File: config.mk
export PLATFORM = sky130hd
export DESIGN_NAME = if_fetch_pc
export DESIGN_NICKNAME = d
export VERILOG_FILES = /design/src/rtl/if_fetch_pc.sv
export SDC_FILE = /design/constraint.sdc
export NUM_CORES = 1
export LEC_CHECK = 0
export CELL_PAD_IN_SITES_DETAIL_PLACEMENT = 0
export CELL_PAD_IN_SITES_GLOBAL_PLACEMENT = 2
export CORE_MARGIN = 3
export CORE_UTILIZATION = 28
export CTS_CLUSTER_SIZE = 28
export DETAILED_ROUTE_END_ITERATION = 8
export PLACE_DENSITY = 0.95
export SKIP_LAST_GASP = 1
export SYNTH_ARGS = -nofsm -noshare
export SYNTH_HDL_FRONTEND = slang
export SYNTH_SLANG_ARGS = --single-unit
File: constraint.sdc
create_clock -name clk -period 6.4 [get_ports clk]
set_input_delay 0.96 -clock clk [delete_from_list [all_inputs] [get_ports clk]]
set_output_delay 0.96 -clock clk [all_outputs]
set_load 0.02 [all_outputs]
File: src/rtl/if_fetch_pc.sv
// Program counter and fetch-request unit at the head of the IF stage.
// Presents the next word address to a 1-cycle-latency instruction ROM and tracks the PC on its output.
module if_fetch_pc #(
    parameter logic [31:0] RESET_PC  = 32'h0000_3000,
    parameter int unsigned ROM_WORDS = 2048
) (
    input  logic        clk,
    input  logic        rst,
    input  logic        stall,
    input  logic        redirect,
    input  logic [31:0] redirect_pc,
    output logic        im_ce,
    output logic [13:0] im_addr,
    output logic [31:0] pc_if,
    output logic        valid_if,
    output logic        fetch_err
);

    localparam logic [31:0] WIN_END = RESET_PC + 32'(4 * ROM_WORDS);

    logic [31:0] fetch_pc_q, fetch_pc_d;
    logic        valid_q, valid_d;
    logic        err_q, err_d;
    logic [31:0] npc;
    logic        fault;
    logic        ce;

    // Next fetch address, fault check and ROM enable
    always_comb begin
        npc = fetch_pc_q;
        if (rst) begin
            npc = RESET_PC;
        end else if (redirect && !stall) begin
            npc = redirect_pc;
        end else if (valid_q) begin
            npc = fetch_pc_q + 32'd4;
        end
        fault = (npc[1:0] != 2'b00) || (npc < RESET_PC) || (npc >= WIN_END);
        ce    = !rst && !stall && (!err_q || redirect) && !fault;
    end

    // State update: stall holds everything, a fault parks pc_if on the bad address
    always_comb begin
        fetch_pc_d = fetch_pc_q;
        valid_d    = valid_q;
        err_d      = err_q;
        if (stall) begin
            fetch_pc_d = fetch_pc_q;
        end else if (fault) begin
            fetch_pc_d = npc;
            valid_d    = 1'b0;
            err_d      = 1'b1;
        end else if (ce) begin
            fetch_pc_d = npc;
            valid_d    = 1'b1;
            err_d      = 1'b0;
        end
    end

    always_ff @(posedge clk) begin
        if (rst) begin
            fetch_pc_q <= RESET_PC;
            valid_q    <= 1'b0;
            err_q      <= 1'b0;
        end else begin
            fetch_pc_q <= fetch_pc_d;
            valid_q    <= valid_d;
            err_q      <= err_d;
        end
    end

    assign im_ce     = ce;
    assign im_addr   = npc[15:2];
    assign pc_if     = fetch_pc_q;
    assign valid_if  = valid_q;
    assign fetch_err = err_q;

endmodule

# Word level (Yosys, flattened, before mapping)
# Cells that the tools add are included.
word_totals:
  ff_bits: 34
  inputBits: 36
  output_inout_bits: 49
  wordCells: 30
op_classes:
  add_sub_neg: 1
  n_lt_le_gt_ge: 2
  n_mux: 9
  bitwise: 1
  n_reduce_logical: 14
ops:
  columns: ["cell", "n"]
  rows:
  - ["$mux W32", 5]
  - ["$add A32 B3 Y32 const B", 1]
  - ["$ge A32 B15 Y1 const B", 1]
  - ["$lt A32 B14 Y1 const B", 1]
  - ["$logic_and A1 B1 Y1", 4]
  - ["$logic_not A1 Y1", 4]
  - ["$mux W1", 4]
  - ["$reduce_bool A2 Y1", 2]
  - ["$logic_or A1 B1 Y1", 3]
  - ["$reduce_and A2 Y1", 1]
  - ["$not A1 Y1", 1]

# Longest topological paths before layout
logic_depth:
  depth_word: 11
  mapped_depth: 12
  depth_no_buf: 10

# Worst setup path before layout
# Ideal clock, no wire load.
synth_path:
  path_type: "input port to output port"
  start: "in stall"
  end: "out im_ce"
  arrival_time_ps: 3580
  t_required_ps: 5440
  setup_slack_ps: 1860
  cell_stages: 9
  path_buffers: 3
  cell_sequence: "clkbuf_1 > nand2b_1 > clkbuf_1 > clkbuf_1 > nand4_1 > o2111ai_1 > nand4_1 > or4b_4 > nor4_1"
synth_between:
  elab_chain_len: 9
  word_cells_on_any_way: 13
  cone_classes: "order compare (2); mux (2); reduce/logical (9)"
synth_rtl:
  columns: ["element", "line_no", "text"]
  rows:
  - ["start: declaration", "9", "input logic stall,"]
  - ["$logic_not A1 Y1 (*)", "33, 39", null]
  - ["$logic_and A1 B1 Y1", "33", "end else if (redirect && !stall) begin"]
  - ["$mux W32", "33", null]
  - ["$mux W32", "31", "if (rst) begin"]
  - ["$lt A32 B14 Y1 or $reduce_bool A2 Y1 (tied branches)", "38", "fault = (npc[1:0] != 2'b00) || (npc < RESET_PC) || (npc >= WIN_END);"]
  - ["$logic_or A1 B1 Y1 (2 in series)", "38", null]
  - ["$logic_not A1 Y1", "39", "ce = !rst && !stall && (!err_q || redirect) && !fault;"]
  - ["$logic_and A1 B1 Y1 (*)", "39", null]
  - ["end: declaration", "12", "output logic im_ce,"]
# Mark *: on every way between the ends. The rest lies on a longest branch, timed or not.

# Worst setup path after layout
layout_path:
  start: "reg fetch_pc_q[2], in the netlist pc_if[2]"
  end: "out im_ce"
layout_between:
  elab_chain_len: 9
  word_cells_on_any_way: 10
  cone_classes: "add/sub (1); order compare (2); mux (3); reduce/logical (4)"
layout_rtl:
  columns: ["element", "line_no", "text"]
  rows:
  - ["start: declaration", "21", "logic [31:0] fetch_pc_q, fetch_pc_d;"]
  - ["start signal: assignment", "66", "fetch_pc_q <= fetch_pc_d;"]
  - ["$add A32 B3 Y32", "36", "npc = fetch_pc_q + 32'd4;"]
  - ["$mux W32 (*)", "35", "end else if (valid_q) begin"]
  - ["$mux W32 (*)", "33", null]
  - ["$mux W32 (*)", "31", null]
  - ["$lt A32 B14 Y1", "38", null]
  - ["$logic_or A1 B1 Y1", "38", null]
  - ["$logic_or A1 B1 Y1 (*)", "38", null]
  - ["$logic_not A1 Y1 (*)", "39", null]
  - ["$logic_and A1 B1 Y1 (*)", "39", null]
# Marks and branches as above.

==> flow_summary.ini <==
[global_route]
overflow = 0
track_usage = 0.168
grt_pass1_wl_um = 14900
grt_pass1_vias = 2812
grt_antenna_before_repair = 0
grt_max_degree = 36

[critical_path]
path_max_fanout = 11
ff2ff_setup_slack_ns = 2.03
path_cells = ha_1 -> nand4_1 -> or4_1 -> nor3_1 -> xnor2_1 -> o22ai_1 -> or4_1 -> nor4_1 -> clkdlybuf4s50_1
r2r-start = pc_if[2]$_SDFFE_PP0P_
slowest_stage = or4_1
cp_data_required_time_ns = 5.44
cp_top_family = simple AND/OR/NAND/NOR gates
end_kind = output pin
path_buf_inv = 1
cp.arrival_ns = 4.75
r2r_end = pc_if[13]$_SDFFE_PP1P_
startpoint_type = register
slowest_delay_ns = 0.88
crit_path_frequent_cell = or4_1
criticalPathCategory = register to output pin
rr_worst_depth = 11
crit_path_start = pc_if[2]$_SDFFE_PP0P_

[yosys]
synth.avg_cell_area_um2 = 7.60
synth_seq_cells = 34
synth-edff-count = 0
async_flop_share = 0
syn-num-nets = 391
synthDistinctLibCells = 57
dominantRegCellSynth = dfxtp_1
syn_area_um2 = 2690
yosysWarnings = 0
ys_seq_area_frac = 0.253
synth_cells = 354

[final_layout]
num_antenna_cells = 0
fill_cells = 996
num-nets-final = 447
drive_above_1_share = 0.0633
multi_input_area_um2 = 1740
synthToLayoutAreaGrowth_pct = 33.8
ff_latch_area_um2 = 681

[clock_tree]
clkTransAtPathRegs_ns = 0.08
cts.path.max_buffers = 2
cts_made_buffers = 5
postCtsHoldBufs = 0
numClockSinks = 34
cts-resized-gates = 0
cts_htree_levels = 2
insertion_delay_ns = 0.29
cts_tree = done
post-cts-setup-buffers = 0
cts_root_buffer = clkbuf_8

[timing]
final.min_clock_period_ns = 5.71
rsz0062_at_grt = false
setup_viol_count_final = 0
drv_slew = 0
fin_worst_skew_ns = 0.00720
finalHoldViolations = 0
tns_ns = 0
tightest_slew_ns = 0.788
slew_headroom = 0.475
setup_ws_ns = 0.692
finalCritPeriodShare = 0.892
fmax_mhz = 175

[min_path]
hp-class = register to register
hold_end = pc_if[1]$_SDFFE_PP0P_
hold_path_depth = 2
worstHoldStart = pc_if[1]$_SDFFE_PP0P_

[floorplanning]
start_util = 0.290
io_pins = 85
coreArea_um2 = 9280
rows = 35
die_y_um = 104
fp.dieW_um = 104
die-area_um2 = 10800

[place]
dp_hpwl_um = 6810
gp_congestion = 0.851
io_buffers = 84
pre_cts_ws_ns = 0.803

[detailed_routing]
via_per_inst = 5.37
drtAntennaViolNets = 0
vias = 2901
post-route-drc-count = 0
wire_per_inst_um = 17.0
drtPass1Iterations = 4
drt_first_iter_violations = 157
wirelength_um = 9180

[power]
ir_drop_uv = 76.3
p_leak_nw = 1.22
finalPower_uw = 655
p_per_area_nw_per_um2 = 182

[status]
status = finished clean

[job]
drv_cap = 0
placed cells by master, fill, tap and decap left out, types with 4 or more instances in the layout:
master	synthesis	routed
inv_1	12	12
a21oi_1	10	10
a211oi_1	8	8
or3_1	7	7
or4_1	8	8
o31ai_1	6	6
nor3_1	14	14
dfxtp_1	34	34
xnor2_1	12	12
and3_1	4	4
o22a_1	11	11
clkbuf_8	0	6
a211o_1	6	6
a31o_2	4	4
buf_4	14	5
nand4_1	9	9
o21ai_0	17	17
nand3_1	13	13
nor4_1	8	8
nor2_1	42	42
mux2i_1	9	9
a31oi_1	6	6
nand2_1	25	25
clkdlybuf4s50_1	0	84
tightest hold or removal path: stages (launching register included):
cell and delay (ns):
dfxtp_1 0.33, nand2_1 0.06, a21oi_1 0.05
per-layer routing:
| metal | wire length (um) | vias up | part of all wire | GRT usage |
|---|---|---|---|---|
| met2 | 4230 | 82 | 0.46 | 0.266 |
| li1 | - | 1424 | - | - |
| met3 | 465 | 9 | 0.051 | 0.0292 |
| met4 | 110 | 0 | 0.012 | 0.0494 |
| met1 | 4370 | 1386 | 0.48 | 0.233 |
| met5 | 0 | - | 0 | 0 |
stage by stage:
stage          utilization  instance area [um2]  hold WS, ns  cells
2_1_floorplan            -                 2690        0.547    354
3_3_place_gp         0.378                 3510        0.477    532
3_5_place_dp         0.378                 3510        0.467    532
4_1_cts              0.388                 3600        0.481    540
5_1_grt              0.388                 3600        0.516    540
6_report             0.388                 3600        0.482    540
Yosys cell counts (2+ instances only):
| library cell | count | area, um2 |
|---|---|---|
| a211o_1 | 6 | 52.6 |
| a211oi_1 | 8 | 60.1 |
| a21boi_0 | 2 | 15.0 |
| a21oi_1 | 10 | 50.1 |
| a221o_1 | 2 | 20.0 |
| a311o_1 | 2 | 20.0 |
| a311oi_1 | 3 | 26.3 |
| a31o_2 | 4 | 35.0 |
| a31oi_1 | 6 | 37.5 |
| a32o_1 | 3 | 30.0 |
| and2_1 | 2 | 12.5 |
| and3_1 | 4 | 25.0 |
| and4_1 | 3 | 26.3 |
| buf_2 | 5 | 25.0 |
| buf_4 | 14 | 105 |
| buf_6 | 2 | 22.5 |
| clkbuf_1 | 18 | 67.6 |
| dfxtp_1 | 34 | 681 |
| inv_1 | 12 | 45.0 |
| mux2i_1 | 9 | 90.1 |
| nand2_1 | 25 | 93.8 |
| nand2b_1 | 3 | 18.8 |
| nand3_1 | 13 | 65.1 |
| nand4_1 | 9 | 56.3 |
| nor2_1 | 42 | 158 |
| nor2b_1 | 3 | 18.8 |
| nor3_1 | 14 | 70.1 |
| nor4_1 | 8 | 50.1 |
| o21ai_0 | 17 | 85.1 |
| o21ai_1 | 2 | 10.0 |
| o221ai_1 | 2 | 17.5 |
| o22a_1 | 11 | 96.3 |
| o22ai_1 | 2 | 12.5 |
| o31ai_1 | 6 | 45.0 |
| or3_1 | 7 | 43.8 |
| or4_1 | 8 | 60.1 |
| xnor2_1 | 12 | 105 |
| xor2_1 | 2 | 17.5 |
where the power goes:
group | internal, mW | switching (mW)
combinational | 0.108 | 0.112
sequential | 0.230 | 0.0339
clock | 0.0869 | 0.0835
state kept, by name, indices dropped and copies added, names as in the netlist:
name	cells
valid_if	1
pc_if	32
fetch_err	1
worst max-delay path by stage:
stage	endpoint	cells after the start	slack, ns
final	im_ce	9	0.69
after global routing	im_ce	9	0.39
after CTS	im_ce	9	0.69
after detailed placement	im_ce	8	0.80
after global placement	im_ce	8	0.92
after floorplan	im_ce	9	1.86
cell families (layout without fill, tap and decap cells):
| group | after synthesis | in the layout | synth area share |
|---|---|---|---|
| and+or+nand+nor | 147 | 147 | 0.289 |
| AOI/OAI and AO/OA | 96 | 96 | 0.269 |
| buffers and inverters | 52 | 109 | 0.100 |
| DFF | 34 | 34 | 0.253 |
| xor gates and xnor gates | 14 | 14 | 0.0456 |
| muxes | 10 | 10 | 0.0377 |
| adders and majority gates | 1 | 1 | 0.00465 |
final cells by class:
cell class / count / area share
clock buffer: 7 / 0.0240
inverter: 12 / 0.0125
sequential: 34 / 0.189
clock inverter: 1 / 0.00139
timing repair buffer: 89 / 0.244
tap: 129 / 0.0449
multi-input combinational: 268 / 0.484
Power figures use the tool's default switching activity.
